$ cat src/rtl/scudsp_dma_seq.sv
// SCU DSP DMA transfer sequencer: moves words between the D0 bus and a data RAM bank.
// Define SCUDSP_DMA_PRGRAM_EN to allow D0 -> program RAM transfers (SEL == BANKS).
module scudsp_dma_seq #(
  parameter int unsigned BANKS  = 4,
  parameter int unsigned RAM_AW = 6,
  parameter int unsigned CNT_W  = 8,
  parameter int unsigned ADDR_W = 27,
  parameter int unsigned PRG_AW = 8
) (
  input  logic                     i_clk,
  input  logic                     i_rst,
  input  logic                     i_ce,
  input  logic                     i_start,
  input  logic                     i_dir,
  input  logic [3:0]               i_sel,
  input  logic [CNT_W-1:0]         i_cnt,
  input  logic [2:0]               i_addi,
  input  logic                     i_hold,
  input  logic [BANKS*RAM_AW-1:0]  i_ct_in,
  input  logic [ADDR_W-1:0]        i_ra0_in,
  input  logic [ADDR_W-1:0]        i_wa0_in,
  output logic                     o_bus_req,
  output logic                     o_bus_we,
  output logic [ADDR_W-1:0]        o_bus_addr,
  output logic [31:0]              o_bus_do,
  input  logic [31:0]              i_bus_di,
  input  logic                     i_bus_ack,
  output logic [BANKS-1:0]         o_ram_we,
  output logic [BANKS-1:0]         o_ram_re,
  output logic [RAM_AW-1:0]        o_ram_addr,
  output logic [31:0]              o_ram_do,
  input  logic [31:0]              i_ram_di,
  output logic [BANKS-1:0]         o_ct_inc,
  output logic                     o_prg_we,
  output logic [PRG_AW-1:0]        o_prg_addr,
  output logic [ADDR_W-1:0]        o_ra0_out,
  output logic                     o_ra0_we,
  output logic [ADDR_W-1:0]        o_wa0_out,
  output logic                     o_wa0_we,
  output logic                     o_busy,
  output logic                     o_done
);

  typedef enum logic [2:0] {
    StIdle, StLoad, StRdBus, StWrRam, StRdRam, StRdWait, StWrBus, StFin
  } state_e;

  localparam logic [CNT_W:0]  CntOne = 1;
  localparam logic [RAM_AW-1:0] PtrOne = 1;

  state_e r_state, w_state_nxt;

  logic              r_dir;
  logic              r_hold;
  logic [3:0]        r_sel;
  logic [2:0]        r_addi;
  logic [RAM_AW-1:0] r_ptr;
  logic [ADDR_W-1:0] r_addr;
  logic [CNT_W:0]    r_cnt;
  logic [31:0]       r_data;

  logic [RAM_AW-1:0] w_ct_sel;
  logic [BANKS-1:0]  w_sel_oh;
  logic [ADDR_W-1:0] w_step;
  logic              w_valid;
  logic              w_last;
  logic              w_advance;

  always_comb begin
    w_ct_sel = '0;
    w_sel_oh = '0;
    for (int b = 0; b < BANKS; b++) begin
      if (i_sel == 4'(b)) w_ct_sel = i_ct_in[b*RAM_AW +: RAM_AW];
      if (r_sel == 4'(b)) w_sel_oh[b] = 1'b1;
    end
  end

  // Increment table: 0, then powers of two 1..64.
  assign w_step = (r_addi == 3'd0) ? '0 : (ADDR_W'(1) << (r_addi - 3'd1));
  assign w_last = (r_cnt == CntOne);

`ifdef SCUDSP_DMA_PRGRAM_EN
  logic              w_prg;
  logic [PRG_AW-1:0] r_pptr;

  assign w_prg      = (r_sel == 4'(BANKS));
  assign w_valid    = (r_sel < 4'(BANKS)) || (w_prg && !r_dir);
  assign o_prg_we   = (r_state == StWrRam) && w_prg;
  assign o_prg_addr = r_pptr;

  always_ff @(posedge i_clk) begin
    if (i_rst) begin
      r_pptr <= '0;
    end else if (i_ce) begin
      if (r_state == StIdle && i_start) r_pptr <= '0;
      else if (w_advance)               r_pptr <= r_pptr + PRG_AW'(1);
    end
  end
`else
  assign w_valid    = (r_sel < 4'(BANKS));
  assign o_prg_we   = 1'b0;
  assign o_prg_addr = '0;
`endif

  always_ff @(posedge i_clk) begin
    if (i_rst) begin
      r_state <= StIdle;
    end else if (i_ce) begin
      r_state <= w_state_nxt;
    end
  end

  always_comb begin
    w_state_nxt = r_state;
    o_bus_req   = 1'b0;
    o_bus_we    = 1'b0;
    o_ram_we    = '0;
    o_ram_re    = '0;
    o_ct_inc    = '0;
    o_ra0_we    = 1'b0;
    o_wa0_we    = 1'b0;
    o_busy      = 1'b0;
    o_done      = 1'b0;
    w_advance   = 1'b0;
    unique case (r_state)
      StIdle: begin
        if (i_start) w_state_nxt = StLoad;
      end
      StLoad: begin
        o_busy = 1'b1;
        if (!w_valid)   w_state_nxt = StFin;
        else if (r_dir) w_state_nxt = StRdRam;
        else            w_state_nxt = StRdBus;
      end
      StRdBus: begin
        o_busy    = 1'b1;
        o_bus_req = 1'b1;
        if (i_bus_ack) w_state_nxt = StWrRam;
      end
      StWrRam: begin
        // w_sel_oh is all-zero for the program RAM target.
        o_busy      = 1'b1;
        o_ram_we    = w_sel_oh;
        o_ct_inc    = w_sel_oh;
        w_advance   = 1'b1;
        w_state_nxt = w_last ? StFin : StRdBus;
      end
      StRdRam: begin
        o_busy      = 1'b1;
        o_ram_re    = w_sel_oh;
        w_state_nxt = StRdWait;
      end
      StRdWait: begin
        o_busy      = 1'b1;
        o_ct_inc    = w_sel_oh;
        w_state_nxt = StWrBus;
      end
      StWrBus: begin
        o_busy    = 1'b1;
        o_bus_req = 1'b1;
        o_bus_we  = 1'b1;
        if (i_bus_ack) begin
          w_advance   = 1'b1;
          w_state_nxt = w_last ? StFin : StRdRam;
        end
      end
      StFin: begin
        o_done = 1'b1;
        if (w_valid && !r_hold) begin
          o_ra0_we = !r_dir;
          o_wa0_we = r_dir;
        end
        w_state_nxt = StIdle;
      end
      default: w_state_nxt = StIdle;
    endcase
  end

  always_ff @(posedge i_clk) begin
    if (i_rst) begin
      r_dir  <= 1'b0;
      r_hold <= 1'b0;
      r_sel  <= '0;
      r_addi <= '0;
      r_ptr  <= '0;
      r_addr <= '0;
      r_cnt  <= '0;
      r_data <= '0;
    end else if (i_ce) begin
      if (r_state == StIdle && i_start) begin
        r_dir  <= i_dir;
        r_hold <= i_hold;
        r_sel  <= i_sel;
        r_addi <= i_addi;
        r_ptr  <= w_ct_sel;
        r_addr <= i_dir ? i_wa0_in : i_ra0_in;
        r_cnt  <= (i_cnt == '0) ? {1'b1, {CNT_W{1'b0}}} : {1'b0, i_cnt};
      end
      if (r_state == StRdBus && i_bus_ack) r_data <= i_bus_di;
      if (r_state == StRdWait)             r_data <= i_ram_di;
      if (w_advance) begin
        r_ptr  <= r_ptr + PtrOne;
        r_addr <= r_addr + w_step;
        r_cnt  <= r_cnt - CntOne;
      end
    end
  end

  assign o_bus_addr = r_addr;
  assign o_bus_do   = r_data;
  assign o_ram_do   = r_data;
  assign o_ram_addr = r_ptr;
  assign o_ra0_out  = r_addr;
  assign o_wa0_out  = r_addr;

endmodule

$ cat config.mk
export PLATFORM = sky130hd
export DESIGN_NAME = scudsp_dma_seq
export DESIGN_NICKNAME = d
export VERILOG_FILES = /design/src/rtl/scudsp_dma_seq.sv
export SDC_FILE = /design/constraint.sdc
export NUM_CORES = 1
export LEC_CHECK = 0
export BUFFER_PORTS_ARGS = -buffer_cell sky130_fd_sc_hd__buf_2
export CAP_MARGIN = 20
export CORE_AREA = 2 2 133 135
export DETAILED_ROUTE_END_ITERATION = 6
export DIE_AREA = 0 0 135 137
export PLACE_DENSITY_LB_ADDON = 0.12
export SYNTH_ARGS = -nofsm -noshare
export SYNTH_HDL_FRONTEND = slang
export SYNTH_SLANG_ARGS = --single-unit
export TNS_END_PERCENT = 50
$ cat constraint.sdc
create_clock -name i_clk -period 2.8 [get_ports i_clk]
set_input_delay 0.56 -clock i_clk [delete_from_list [all_inputs] [get_ports i_clk]]
set_output_delay 0.56 -clock i_clk [all_outputs]
set_load 0.02 [all_outputs]
======== Yosys cells after proc, flatten, opt, wreduce, memory -nomap -nowiden ========
Cells that the tools add are included.
word-level totals
  bits of input ports ..................... 164
  memories ................................ 0
  bits in latches ......................... 0
  memory bits (writable) .................. 0
  flip-flop bits (word level) ............. 86
  bits in read-only memories .............. 0
  logic and storage cells ................. 91
operators by class
  equal/unequal tests ..................... 17
  bitwise logic cells ..................... 0
  $mul .................................... 0
  muxes and demuxes ....................... 40
  divide/modulo/power cells ............... 0
  $add $sub $neg .......................... 4
  reductions and logical operators ........ 19
  order comparisons ....................... 1
  shift operators ......................... 1
operators by type and width
  kind                                                        count
  2-to-1 mux 27 bit                                           4
  2-to-1 mux 32 bit                                           2
  2-to-1 mux 6 bit                                            6
  adder 27 bit                                                1
  2-to-1 mux 9 bit                                            3
  left shift 1 x 3 -> 27 bit, first input constant            1
  case mux 3 bit (8 select lines)                             1
  2-to-1 mux 3 bit                                            6
  == test 4 x 2 -> 1 bit, second input constant               4
  2-to-1 mux 1 bit                                            13
  == test 3 bit, second input constant                        4
  2-to-1 mux 4 bit                                            3
  == test 9 x 1 -> 1 bit, second input constant               1
  subtractor 9 x 1 -> 9 bit, second input constant            1
  == test 4 x 1 -> 1 bit, second input constant               2
  zero test 4 bit                                             2
  zero test 8 bit                                             1
  adder 6 x 1 -> 6 bit, second input constant                 1
  == test 3 x 2 -> 1 bit, second input constant               2
  zero test 3 bit                                             2
  inequality test 2 bit, second input constant                3
  AND reduction 2 bit                                         3
  OR reduction 6 bit                                          1
  less-than comparator 4 x 3 -> 1 bit, second input constant  1
  9 further kinds                                             14

======== Longest topological paths before layout ========
Gate-level depths: netlist of the first run.
  word-level depth ........................ 7
  gate-level depth with buffers ........... 10

======== Worst setup path after synthesis of the first run ========
OpenSTA, ideal clock, no wires.
  path kind ............................... reg-to-reg
  start ................................... reg r_addi[1]
  end ..................................... reg r_addr[20], in the netlist o_bus_addr[20]
  cell stages (with the launch flop) ...... 9
  data arrival time ....................... 2.699 ns
  buffers on the path ..................... 1
  path slack .............................. 0.027 ns
  setup time .............................. 0.074 ns
  required time ........................... 2.726 ns
  cell sequence ........................... dfxtp_1 or3b_2 fa_1 nand2b_2 a211oi_4 o211ai_2 buf_6 or4_1 a31oi_1
between the ends
  word-level cells in the longest chain between the ends .. 5
  elaborated cells between the ends (all ways) .. 6
  those cells by class .................... add/sub: 2; shift: 1; mux: 2; reduce/logical: 1
RTL lines
  what                        RTL line  source
  start, declared             56        logic [2:0] r_addi;
  start signal, assigned      194       r_addi <= i_addi;
  subtractor 3 x 1 -> 3 bit   79        assign w_step = (r_addi == 3'd0) ? '0 : (ADDR_W'(1) << (r_addi - 3'd1));
  left shift 1 x 3 -> 27 bit  79
  2-to-1 mux 27 bit *         79
  adder 27 bit *              203       r_addr <= r_addr + w_step;
  2-to-1 mux 27 bit *         201       if (w_advance) begin
  end signal, assigned        196       r_addr <= i_dir ? i_wa0_in : i_ra0_in;
  end signal, assigned        203
  end, declared               58        logic [ADDR_W-1:0] r_addr;
Every way passes the cells marked *; elsewhere a longest branch is shown, timed or not.
A chain may end at the register's enable or synchronous reset.

======== Worst setup path after layout of the first run ========
  start ................................... reg r_addi[0]
  end ..................................... reg r_addr[8], in the netlist o_bus_addr[8]
The elaborated chain is that of the path after synthesis.

==> results.md, run 1 <==
- Fraction of layout cells with a size suffix above 1: 0.412
- Crit path largest cell delay: ~0.48 ns
- Synthesized area: roughly 0.0063 mm2
- Commonest non-fill, non-tap cell in the layout: buf_2
- Number of global-route vias before repair: 5,714
- Worst R2R Path Depth: 10
- Area Growth Syn to Fin: 25.5%
- Count of different cell masters after synthesis: 82
- Wirelength per Cell: 16.0 um
- RD Place Congestion: 0.831
- Critical Path AT: 2.92 ns
- Initial antenna violation count: 0
- # Max-Cap Violations: 0
- CP Capture Type: flop
- IO Pins: 342
- Worst path slowest cell: or4_1
- Worst setup SP type: flop
- Final setup fails: 0
- Critical Path, Cell by Cell: nor3b_1 > ha_1 > inv_1 > fa_2 > nand2b_2 > a211oi_4 > buf_4 > o21ai_1 > or4_1 > a41oi_1
- Reg2reg setup slack: between 0.1 and 0.15 ns
- Final Max Slew Viols: 0
- Leakage power: 3.96 nW
- Setup WS post-layout: 0.139 ns
- Crit path time final: 2.66 ns
- Final ANT Viol Nets: 0
- Status: finished, final reports clean
- Diode count: 0
- Period utilisation layout: 0.950
- Synth Instances: 771
- Reg clk slew, reported paths: 0.06 ns
- Top FF cell, synth: dfxtp_1
- Achievable frequency: 376 MHz
- Clock sink count: 86
- First-pass GRT wire length: 29,700 um
- CTS buffer count: 9
- Commonest non-fill, non-tap cells in the layout: buf_2 (331), dfxtp_1 (86), nor2_1 (78)
- Min-delay src: i_addi[0]
- H-tree depth: 3
- Die area: roughly 0.018 mm2
- Initial core utilization: 0.369
- DRC viols: 0
- Power per cell area: 450 mW/mm2
- # hold bufs at CTS: 0
- Worst hold path depth: 3
- Clock Path Buffers: 2
- Clk_skew: 0.00793 ns
- Post-Place Setup Slack: -0.0688 ns
- Via density per instance: a little over 5
- Seq/Total Area, Yosys: 0.273
- GRT overflow: 0
- Slew margin rel.: 0.333
- CP Class: reg -> reg
- Worst reg2reg path startpoint: r_addi[0]
- Yosys warns: 0
- Worst slew pin tran: 0.995 ns
- Layout Cells excl Fill: 1,237
- First-pass iteration count of the detailed router: 5
- Port buffer count: 332
- Final hold vios: 0
- Root Buffer: clkbuf_16
- Post-synth EDFFs: 0
- RSZ-0062 raised after global routing: true
- CTS tree: done
- Starting DRT DRC Count: 301
- CP max FO: 4
- Setup TNS: 0 ns
- Rows: 48
- Core ar.: between 0.015 and 0.02 mm2
- RR Endpoint: o_bus_addr[8]
- Worst skew pair latency: about 0.34 ns
- Post-synthesis register bit count: 86
- Largest net degree at the start of global routing: 65
- Hold Path Sink: r_addi[0]
- Dpl cells: 1,218
- Tightest Hold Check Type: in -> reg
- Final nets: around 1,200
- Hold WS: between 0.4 and 0.5 ns
- Async SR Flop Fraction: 0
- Die Wd: ~140 um
- Via count: 6,354
- Max VDD drop: 328 uV
- All-Layer GR Usage: 0.203
- Final wirelength: 19,700 um
- Die height: 137 um
- Syn Area/Cell: 8.17 um2
- DP Wirelength: 15,000 um
- Worst EP required: 3.06 ns
## routing by layer
layer,vias up,global-route usage,part of all wire
met3,14,0.0304,0.052
li1,3194,-,-
met4,0,0.0550,0.010
met5,-,0,0
met2,224,0.354,0.50
met1,2922,0.261,0.44
## worst max-delay path: cells and delay by family, from the launching register on
family	cells	cell delay [ns]
simple gates	3	0.91
compound gates	3	0.55
fa+ha+maj	2	0.54
flops	1	0.36
buf+inv	2	0.23
## sequential cells by signal, summed over array words and instances (netlist names)
name,cells
r_addi,3
o_bus_addr,27
r_sel,4
o_bus_do,32
r_state,3
o_ram_addr,6
r_hold,1
r_dir,1
r_cnt,9
## stage by stage
step	utilization	instance area, um2	total power, W
floorplan	-	6340	0.00201
global placement	0.442	7530	0.00227
detailed placement	0.442	7530	0.00227
CTS	0.462	7880	0.00361
global route	0.464	7910	0.00374
finish	0.464	7910	0.00356
## synthesized netlist by cell type, drive strengths merged (5+ instances only)
cell	count	share of area
mux4	6	0.021
nor2b	5	0.0050
buf	121	0.14
or4	13	0.015
mux2i	55	0.087
clkbuf	24	0.019
ha	11	0.022
nor3	14	0.011
and2	6	0.0060
and3	10	0.011
nor4	11	0.011
a21oi	39	0.031
o21ai	27	0.021
nor2	79	0.047
a211oi	45	0.056
o311ai	6	0.0083
o211ai	16	0.020
dfxtp	86	0.27
nand3	22	0.018
nand2	67	0.041
or3	6	0.0062
inv	16	0.0095
nand4	5	0.0060
mux2	8	0.014
a31oi	10	0.0099
## how the worst max path moves through the flow
stage	from	endpoint	slack, ns
floorplan	r_addi[1]	o_bus_addr[20]	0.03
global placement	r_addi[1]	o_bus_addr[14]	-0.05
detailed placement	r_addi[1]	o_bus_addr[14]	-0.07
CTS	r_addi[1]	o_bus_addr[8]	0.01
global route	r_addi[0]	o_bus_addr[8]	-0.04
finish	r_addi[0]	o_bus_addr[8]	0.14
## final cells by class
class / count / area [um2]
flip-flops and latches: 86 / 1720
multi-input cells: 533 / 3620
fillers: 1724 / 9150
inverters: 17 / 63.8
repair buffers: 360 / 1900
clock inverters: 7 / 97.6
clock buffers: 9 / 225
well taps: 225 / 282
## kinds of logic after synthesis
family,after synthesis,synth area share
adders and majority gates,12,0.0250
DFF,86,0.273
buffers and inverters,162,0.166
and+or+nand+nor,255,0.203
xor gates and xnor gates,5,0.00695
other,1,0.000595
muxes,69,0.123
AOI/OAI and AO/OA,181,0.202
## repair_timing
action,CTS,global route
setup endpoints to repair,6,13
gates cloned,0,1
pin swaps,1,3
gates resized for setup,2,4
setup buffers,1,1
## where the power goes
part	internal, W	switching (W)	total (W)	leakage, nW
sequential	0.00129	0.0000962	0.00138	0.700
clock	0.000785	0.000532	0.00132	0.152
combinational	0.000347	0.000507	0.000854	3.10
total	0.00242	0.00113	0.00356	3.96
No activity file was read; power rests on OpenSTA's default activity.
==> run 2: changes to the inputs <==
==> constraint.sdc (replaced) <==
create_clock -name i_clk -period 2.71 [get_ports i_clk]
set_input_delay 0.542 -clock i_clk [delete_from_list [all_inputs] [get_ports i_clk]]
set_output_delay 0.542 -clock i_clk [all_outputs]
set_load 0.02 [all_outputs]
==> results.md, run 2 (same netlist as run 1, synthesis figures left out) <==
- Starting DRT DRC Count: 325
- Layout filler cell count: approximately 1,800
- Worst path slowest cell: or4_1
- RD Place Congestion: ~0.83
- Critical Path AT: 2.93 ns
- Dpl cells: 1,220
- CP max FO: 5
- Commonest non-fill, non-tap cell in the layout: buf_2
- CP Class: reg -> reg
- Max reg flops: 32
- GRT overflow: 0
- Final Max Slew Viols: 0
- Tightest Hold Check Type: in -> reg
- Crit path time final: 2.65 ns
- Post-layout total power: 0.00362 W
- H-tree depth: 3
- Clk_skew: 0.00791 ns
- Worst slew pin tran: roughly 1.1 ns
- Worst setup SP type: flop
- Fraction of layout cells with a size suffix above 1: 0.418
- Worst path top cell family by delay: simple AND/OR/NAND/NOR gates
- Crit path largest cell delay: 0.53 ns
- First-pass iteration count of the detailed router: 5
- Worst skew pair latency: 0.35 ns
- Root Buffer: clkbuf_16
- Final nets: 1,186
- Final ANT Viol Nets: 0
- Final hold vios: 0
- Achievable frequency: 378 MHz
- Critical Path, Cell by Cell: or3b_4 > fa_2 > nand2b_4 > a211oi_4 > buf_6 > o211ai_2 > or4_1 > a31oi_1
- CTS buffer count: 9
- Final wirelength: 19,800 um
- Leakage power: 3.97 nW
- Commonest non-fill, non-tap cells in the layout: buf_2 (331), dfxtp_1 (84), nor2_1 (78)
- Post-Place Setup Slack: -0.0904 ns
- Max VDD drop: 288 uV
- Die area: roughly 0.018 mm2
- Slew margin rel.: 0.259
- Die Wd: approximately 140 um
- Final setup fails: 0
- Area Growth Syn to Fin: 25.8%
- Clock Power Share: 0.358
- Fin util: 0.465
- Wirelength per Cell: 15.9 um
- Status: finished, final reports clean
- Power per cell area: 456 mW/mm2
- Power share of the sequential group: 0.396
- Via count: 6,328
- # hold bufs at CTS: 0
- Cell Int Power: 0.00242 W
- Period utilisation layout: 0.977
- All-Layer GR Usage: 0.201
- CTS tree: done
- Setup WS post-layout: 0.0611 ns
- Initial core utilization: 0.369
- Largest net degree at the start of global routing: between 60 and 70
- Clock Path Buffers: 2
- CP Capture Type: flop
- Worst EP required: between 2 and 3 ns
- Number of global-route vias before repair: roughly 5,700
- Die height: 137 um
- DP Wirelength: roughly 15,000 um
- WP buf/inv: 1
- Layout Cells excl Fill: 1,241
- First-pass GRT wire length: a little under 30,000 um
- # Max-Cap Violations: 0
- IO Pins: 342
- Rows: 48
- Via density per instance: 5.10
- Port buffer count: 332
- P_sw: 0.00120 W
- Fin area: 0.00793 mm2
- Clock sink count: 86
- DP Area: 0.00755 mm2
- Switching Share: 0.331
- Logic pwr share: 0.246
- Core ar.: 0.0171 mm2
- Reg clk slew, reported paths: 0.07 ns
- DRC viols: 0
- Initial antenna violation count: 0
run 2: cell types whose count changed in the layout (fill, tap and decap cells not counted), moves of 2 or more:
| cell | previous run | this run |
|---|---|---|
| inv_6 | 1 | 3 |
| dfxtp_2 | 0 | 2 |
| dfxtp_1 | 86 | 84 |
| buf_4 | 27 | 29 |
run 2: stage by stage:
| step | TNS (ns) | hold slack (ns) |
|---|---|---|
| 5_1_grt | -0.0195 | 0.431 |
| 2_1_floorplan | 0 | 0.444 |
| 6_report | 0 | 0.434 |
| 4_1_cts | 0 | 0.420 |
| 3_5_place_dp | -0.303 | 0.466 |
| 3_3_place_gp | -0.0738 | 0.456 |
run 2: final timing paths:
check	startpoint	endpoint	slack [ns]	cells after the start
worst max-delay path	r_addi[1]	o_bus_addr[20]	0.06	8
worst min-delay path	i_hold	r_hold	0.43	3
worst max register to register	r_addi[1]	o_bus_addr[20]	0.06	8
worst min register to register	r_sel[3]	r_sel[3]	0.48	2
run 2: worst register-to-register path, stage by stage, from the launching register on:
cell      delay (ns)
dfxtp_2         0.35
or3b_4          0.40
fa_2            0.38
nand2b_4        0.16
a211oi_4        0.29
buf_6           0.16
o211ai_2        0.16
or4_1           0.53
a31oi_1         0.16
run 2: cell type report:
cell class,count,area [um2],area share
Multi-Input combinational cell,533,3630,0.457
Timing Repair Buffer,363,1930,0.243
Sequential cell,86,1720,0.217
Tap cell,225,282,0.0355
Clock buffer,9,225,0.0284
Clock inverter,7,80.1,0.0101
Inverter,17,63.8,0.00805
Antenna cell,1,2.50,0.000316
run 2: metal layers:
metal	global-route usage	vias up	share of wire
li1	-	3200	-
met1	0.249	2897	0.43
met2	0.365	217	0.51
met3	0.0278	14	0.057
met4	0.0550	0	0.0097
met5	0	-	0
run 2: power groups by stage:
stage | registers, W | clock network, W | logic (W)
after floorplan | 0.00149 | 0 | 0.000592
after global placement | 0.00146 | 0 | 0.000887
after detailed placement | 0.00146 | 0 | 0.000890
after CTS | 0.00143 | 0.00133 | 0.000895
after global routing | 0.00145 | 0.00138 | 0.000974
final | 0.00143 | 0.00130 | 0.000889
run 2: repair_timing:
item | in CTS | in global routing
setup buffers | 1 | 2
gates resized for setup | 2 | 7
pin swaps | 1 | 6
cloned | 0 | 1
setup endpoints to repair | 7 | 15
